--- src/rtl/uart_mem_dump.sv ---
// Memory readback serializer for the UART program loader.
// Reads one DATA_WIDTH word per READ/LOAD pair and emits its bytes
// MSB byte first through a tx_start/tx_done handshake.
module uart_mem_dump #(
  parameter int BYTE_WIDTH = 8,
  parameter int DATA_WIDTH = 32,
  parameter int ADDR_WIDTH = 8
) (
  input  logic                  clk,
  input  logic                  rst,
  input  logic                  start,
  input  logic [ADDR_WIDTH-1:0] start_addr,
  input  logic [ADDR_WIDTH:0]   num_words,
  output logic [ADDR_WIDTH-1:0] rd_addr,
  input  logic [DATA_WIDTH-1:0] rd_data,
  output logic [BYTE_WIDTH-1:0] tx_data,
  output logic                  tx_start,
  input  logic                  tx_done,
  output logic                  busy,
  output logic                  done,
  output logic [2:0]            state
);

  localparam int NB = DATA_WIDTH / BYTE_WIDTH;
  localparam int IW = (NB > 1) ? $clog2(NB) : 1;
  localparam logic [IW-1:0]       LAST_IDX = IW'(NB - 1);
  localparam logic [ADDR_WIDTH:0] ONE_WORD = (ADDR_WIDTH + 1)'(1);

  typedef enum logic [2:0] {
    IDLE = 3'd0,
    READ = 3'd1,
    LOAD = 3'd2,
    SEND = 3'd3,
    WAIT = 3'd4,
    DONE = 3'd5
  } state_t;

  state_t                cur, nxt;
  logic [DATA_WIDTH-1:0] word_q;
  logic [IW-1:0]         byte_idx;
  logic [ADDR_WIDTH:0]   remaining;
  logic                  last_byte, last_word;

  assign last_byte = (byte_idx == LAST_IDX);
  assign last_word = (remaining == ONE_WORD);
  assign state     = cur;
  // Byte 0 is the top byte of the word; the word register only changes in
  // LOAD, so this stays stable through SEND and WAIT.
  assign tx_data   = word_q[DATA_WIDTH - 1 - int'(byte_idx) * BYTE_WIDTH -: BYTE_WIDTH];

  // State register.
  always_ff @(posedge clk) begin
    if (rst) cur <= IDLE;
    else     cur <= nxt;
  end

  // Next-state decode; unused encodings fall back to IDLE.
  always_comb begin
    nxt = cur;
    case (cur)
      IDLE: if (start) nxt = (num_words == '0) ? DONE : READ;
      READ: nxt = LOAD;
      LOAD: nxt = SEND;
      SEND: nxt = WAIT;
      WAIT: begin
        if (tx_done) begin
          if (!last_byte)     nxt = SEND;
          else if (last_word) nxt = DONE;
          else                nxt = READ;
        end
      end
      DONE:    nxt = IDLE;
      default: nxt = IDLE;
    endcase
  end

  // Datapath and registered status outputs, decoded from the next state so
  // each one lines up with the state it describes.
  always_ff @(posedge clk) begin
    if (rst) begin
      rd_addr   <= '0;
      word_q    <= '0;
      byte_idx  <= '0;
      remaining <= '0;
      tx_start  <= 1'b0;
      busy      <= 1'b0;
      done      <= 1'b0;
    end else begin
      tx_start <= (nxt == SEND);
      busy     <= (nxt != IDLE);
      done     <= (nxt == DONE);
      case (cur)
        IDLE: begin
          if (start && num_words != '0) begin
            rd_addr   <= start_addr;
            remaining <= num_words;
          end
        end
        LOAD: begin
          word_q   <= rd_data;
          byte_idx <= '0;
        end
        WAIT: begin
          if (tx_done) begin
            if (!last_byte) begin
              byte_idx <= byte_idx + 1'b1;
            end else if (!last_word) begin
              remaining <= remaining - 1'b1;
              rd_addr   <= rd_addr + 1'b1;
            end
          end
        end
        default: ;
      endcase
    end
  end

endmodule
--- config.mk ---
export PLATFORM = sky130hd
export DESIGN_NAME = uart_mem_dump
export DESIGN_NICKNAME = d
export VERILOG_FILES = /design/src/rtl/uart_mem_dump.sv
export SDC_FILE = /design/constraint.sdc
export NUM_CORES = 1
export LEC_CHECK = 0
export ABC_CLOCK_PERIOD_IN_PS = 3150
export CAP_MARGIN = 15
export CORE_MARGIN = 3
export CORE_UTILIZATION = 45
export DETAILED_ROUTE_END_ITERATION = 10
export PLACE_DENSITY = 0.76
export SETUP_SLACK_MARGIN = 0.3
export SLEW_MARGIN = 20
export SYNTH_ARGS = -nofsm -noshare
export SYNTH_HDL_FRONTEND = slang
export SYNTH_SLANG_ARGS = --single-unit
--- constraint.sdc ---
create_clock -name clk -period 3.15 [get_ports clk]
set_input_delay 0.63 -clock clk [delete_from_list [all_inputs] [get_ports clk]]
set_output_delay 0.63 -clock clk [all_outputs]
set_load 0.02 [all_outputs]
# --- Yosys cells after proc, flatten, opt, wreduce, memory -nomap -nowiden ---
# Index checks and enable logic that the tools add are counted.
# W data, S select, Z words.
op_classes:
  n_addsub: 4
  eq_ne: 13
  n_shift: 1
  mux: 19
  n_reduce_logical: 9
ops:
  columns: ["op", "count"]
  rows:
  - ["$shiftx A39 B6 Y8", 1]
  - ["$mux W9", 4]
  - ["$mux W8", 4]
  - ["$pmux W9 S2", 1]
  - ["$pmux W8 S2", 1]
  - ["$mux W3", 5]
  - ["$pmux W3 S5", 1]
  - ["$ne A2 B2 Y1 const B", 5]
  - ["$eq A3 B2 Y1 const B", 3]
  - ["$eq A9 B1 Y1 const B", 1]
  - ["$logic_not A9 Y1", 1]
  - ["$reduce_bool A9 Y1", 1]
  - ["$sub A9 B1 Y9 const B", 1]
  - ["$add A8 B1 Y8 const B", 1]
  - ["$eq A3 B3 Y1 const B", 2]
  - ["$sub A5 B5 Y6 const A", 1]
  - ["$reduce_and A5 Y1", 1]
  - ["$mux W2", 2]
  - ["$pmux W2 S2", 1]
  - ["$reduce_bool A2 Y1", 2]
  - ["$eq A3 B1 Y1 const B", 1]
  - ["$logic_not A3 Y1", 1]
  - ["$reduce_and A3 Y1", 1]
  - ["$reduce_bool A3 Y1", 1]
  - ["3 further kinds", 3]
word_totals:
  register_bits: 57
  in_bits: 53
  output_inout_bits: 22

# --- Longest topological paths before layout ---
depth:
  depth_word: 6
  mapped_depth: 7

# --- Least setup slack after synthesis ---
# Ideal clock, no wire load.
synth_path:
  kind: "flip-flop to output port"
  start: "register byte_idx[1]"
  end: "output tx_data[0]"
  arrival_time_ns: 1.414
  slack_ns: 1.106
  path_stages_with_launch: 3
  n_path_buf: 1
  path_cell_list: "dfxtp_1 > clkbuf_1 > mux4_2"
synth_between:
  elab_chain_len: 2
synth_lines:
  columns: ["item", "line", "text"]
  rows:
  - ["from (decl)", "40", "logic [IW-1:0] byte_idx;"]
  - ["from (signal assigned)", "106", "byte_idx <= byte_idx + 1'b1;"]
  - ["$sub A5 B5 Y6", "49", "assign tx_data = word_q[DATA_WIDTH - 1 - int'(byte_idx) * BYTE_WIDTH -: BYTE_WIDTH];"]
  - ["$shiftx A39 B6 Y8", "49", null]
  - ["to (decl)", "16", "output logic [BYTE_WIDTH-1:0] tx_data,"]
# No other way between the ends.

# --- Worst setup path after layout ---
# Ends and elaborated chain as after synthesis.

==> results.json <==
{
  "timing.final.max_slew_violations": 0,
  "portBuffers": 74,
  "crit_path_end_kind": "output port",
  "syn_nets": 404,
  "num_io_pins": 75,
  "maxCapViolations": 0,
  "clk_pin_slew_ps": 60,
  "synth_edf_count": 0,
  "hpwl_um": 5000,
  "startpoint_type": "flop",
  "initial_core_util_pct": 47.4,
  "die_h_um": 85.6,
  "cts_resized": 1,
  "place.gp.congestion": 0.885,
  "max-slew-margin-rel_pct": 30.1,
  "numCtsBuffers": 9,
  "peakVddDrop_mv": 0.358,
  "grt_pass1_wl_um": 11700,
  "dieArea_um2": 7330,
  "cts_sinks": 57,
  "skew_ps": 5.53,
  "hold_viol": 0,
  "wl_per_cell_um": 14.6,
  "htreeDepth": 3,
  "rsz0062_at_grt": "false",
  "p_leak_uw": 0.00134,
  "crit_required_ps": 2520,
  "synthesis.area_um2": 2850,
  "grt_pass1_vias": 2514,
  "nFillCells": 550,
  "grt-ovfl-total": 0,
  "synth_seq_cells": 57,
  "final_cells": 488,
  "avgSynthCellArea_um2": 8.22,
  "cts_buffer_depth": 2,
  "pwr_density_cell_nw_per_um2": 481,
  "crit_fanout": 8,
  "nets": 467,
  "antenna_left": 0,
  "post-route-drc-count": 0,
  "antenna_found_initial": 0,
  "die_w_um": 85.6,
  "clockRootBuffer": "clkbuf_8",
  "placed_cells": 474,
  "drt-initial-drc-count": 215,
  "fin_tns_setup_ps": 0,
  "critPathKind": "reg2out",
  "grt_max_degree": 52,
  "gr-usage-all-layers_pct": 20.0,
  "synthFlopType": "dfxtp_1",
  "finalCriticalPeriod_ps": 2660,
  "drt-total-wl_um": 7150,
  "post_cts_buffers": 0,
  "fmax_mhz": 376,
  "setup_viol": 0,
  "tritoncts": "done",
  "tightest_slew_ps": 1050,
  "fin_crit_sh_pct": 84.4,
  "drive_above_1_share_pct": 8.72,
  "hp-class": "reg2reg",
  "area_delta_synth_final_pct": 31.9,
  "ys_types": 47,
  "dr.pass1.iters": 5,
  "syn_inst": 347,
  "synth_seq_area_share_pct": 40.0,
  "async_reset_ff_share_pct": 0,
  "coreArea_um2": 6030,
  "via_count": 2788,
  "diodes": 0,
  "cp.arrival_ps": 2030,
  "status": "complete, no violations",
  "clk_latency_ps": 330,
  "ys.warnings.count": 0,
  "cts_hold_buf": 0,
  "via_per_inst": 5.71,
  "rows": 28
}
-- logic make-up (layout without fill, tap and decap cells) --
kind of cell	Yosys count	in the layout	synth area share, %
AOI/OAI and AO/OA	100	100	23.2
xor gates and xnor gates	1	1	0.307
adders and majority gates	4	4	1.75
buffers and inverters	36	102	5.26
DFF	57	57	40.0
muxes	8	8	6.31
and+or+nand+nor	141	141	23.1
-- path summary, 6_finish.rpt --
check | start | end | slack (ps) | cells after the start
min reg2reg | word_q[14]$_SDFFE_PP0N_ | word_q[14]$_SDFFE_PP0N_ | 450 | 2
max | byte_idx[1]$_SDFFE_PP0P_ | tx_data[0] | 490 | 3
min | word_q[14]$_SDFFE_PP0N_ | word_q[14]$_SDFFE_PP0N_ | 450 | 2
max reg2reg | state[2]$_SDFF_PP0_ | rd_addr[1]$_SDFFE_PP0P_ | 900 | 5
-- flip-flops by register name (all words and copies together) (netlist names) --
register	count
done	1
busy	1
byte_idx	2
state	3
word_q	32
rd_addr	8
remaining	9
tx_start	1
-- layout make-up --
cell class	instances	area, um^2	share of cell area [%]
multi-input combinational	254	1560	41.5
sequential	57	1140	30.4
timing repair buffer	81	788	20.9
clock buffer	10	128	3.39
tap	75	93.8	2.49
inverter	7	26.3	0.698
clock inverter	4	22.5	0.598
-- placed cells by master (no fill, tap or decap), types with 3 or more instances in the layout --
cell type / n
buf_4: 7
nand3_1: 5
a31oi_1: 7
clkbuf_8: 9
o22ai_1: 8
nor2_1: 8
ha_1: 4
a32o_1: 6
nand2_1: 88
dfxtp_1: 56
mux4_2: 8
o32ai_1: 5
a21oi_1: 49
and3_1: 4
inv_1: 6
and2_1: 7
nand3b_1: 4
nand4_1: 3
o31a_1: 3
nor3_1: 6
clkinv_2: 3
clkdlybuf4s50_1: 73
nor2b_1: 4
a22oi_1: 3
-- per-layer routing --
layer	vias up	part of all wire, %	track usage [%]
met4	0	0.67	6.62
met3	8	9.0	7.40
met5	-	0	0
li1	1374	-	-
met1	1294	43	25.9
met2	112	48	31.0
-- metrics by stage --
stage                     hold WS (ps)  utilization, %  area, um^2  total power, uW  worst slack, ps
final                              454            62.5        3760             1810              490
after CTS                          454            62.5        3760             1830              447
after floorplan                    428               -        2850             1110             1110
after global placement             440            59.9        3610             1270              611
after detailed placement           445            59.9        3610             1280              537
after global routing               473            62.5        3760             1910              370
-- critical path, cell delays in order, from the launching register on --
cell	delay, ps
dfxtp_2	440
buf_4	200
mux4_2	510
clkdlybuf4s50_1	550
-- cell usage after synthesis, types with 2 or more instances --
cell type / instances / share of area, %
a22oi_1: 3 / 0.79
nand4_1: 3 / 0.66
a211o_1: 2 / 0.61
o32ai_1: 5 / 1.5
nor4_1: 2 / 0.44
inv_1: 6 / 0.79
nor2b_1: 4 / 0.88
nand2_1: 88 / 12
nor2_1: 8 / 1.1
o221ai_1: 2 / 0.61
and3_1: 4 / 0.88
buf_4: 3 / 0.79
a221oi_2: 2 / 1.1
o31a_1: 3 / 0.92
o22ai_1: 8 / 1.8
nand3_1: 5 / 0.88
mux4_2: 8 / 6.3
a311oi_1: 2 / 0.61
a2bb2oi_1: 2 / 0.61
a21o_1: 2 / 0.53
nand3b_1: 4 / 1.1
and2_1: 7 / 1.5
o2bb2ai_1: 2 / 0.61
ha_1: 4 / 1.8
buf_2: 3 / 0.53
a21oi_1: 49 / 8.6
clkbuf_1: 23 / 3.0
a32o_1: 6 / 2.1
a31oi_1: 7 / 1.5
dfxtp_1: 57 / 40
nor3_1: 6 / 1.1
a211oi_1: 2 / 0.53
-- report_power, final --
part / switching, uW / internal (uW) / total, uW
Clock: 271 / 272 / 543
Sequential: 54.5 / 783 / 838
Combinational: 220 / 212 / 432
Note: power is estimated with default switching activity, not from simulation.
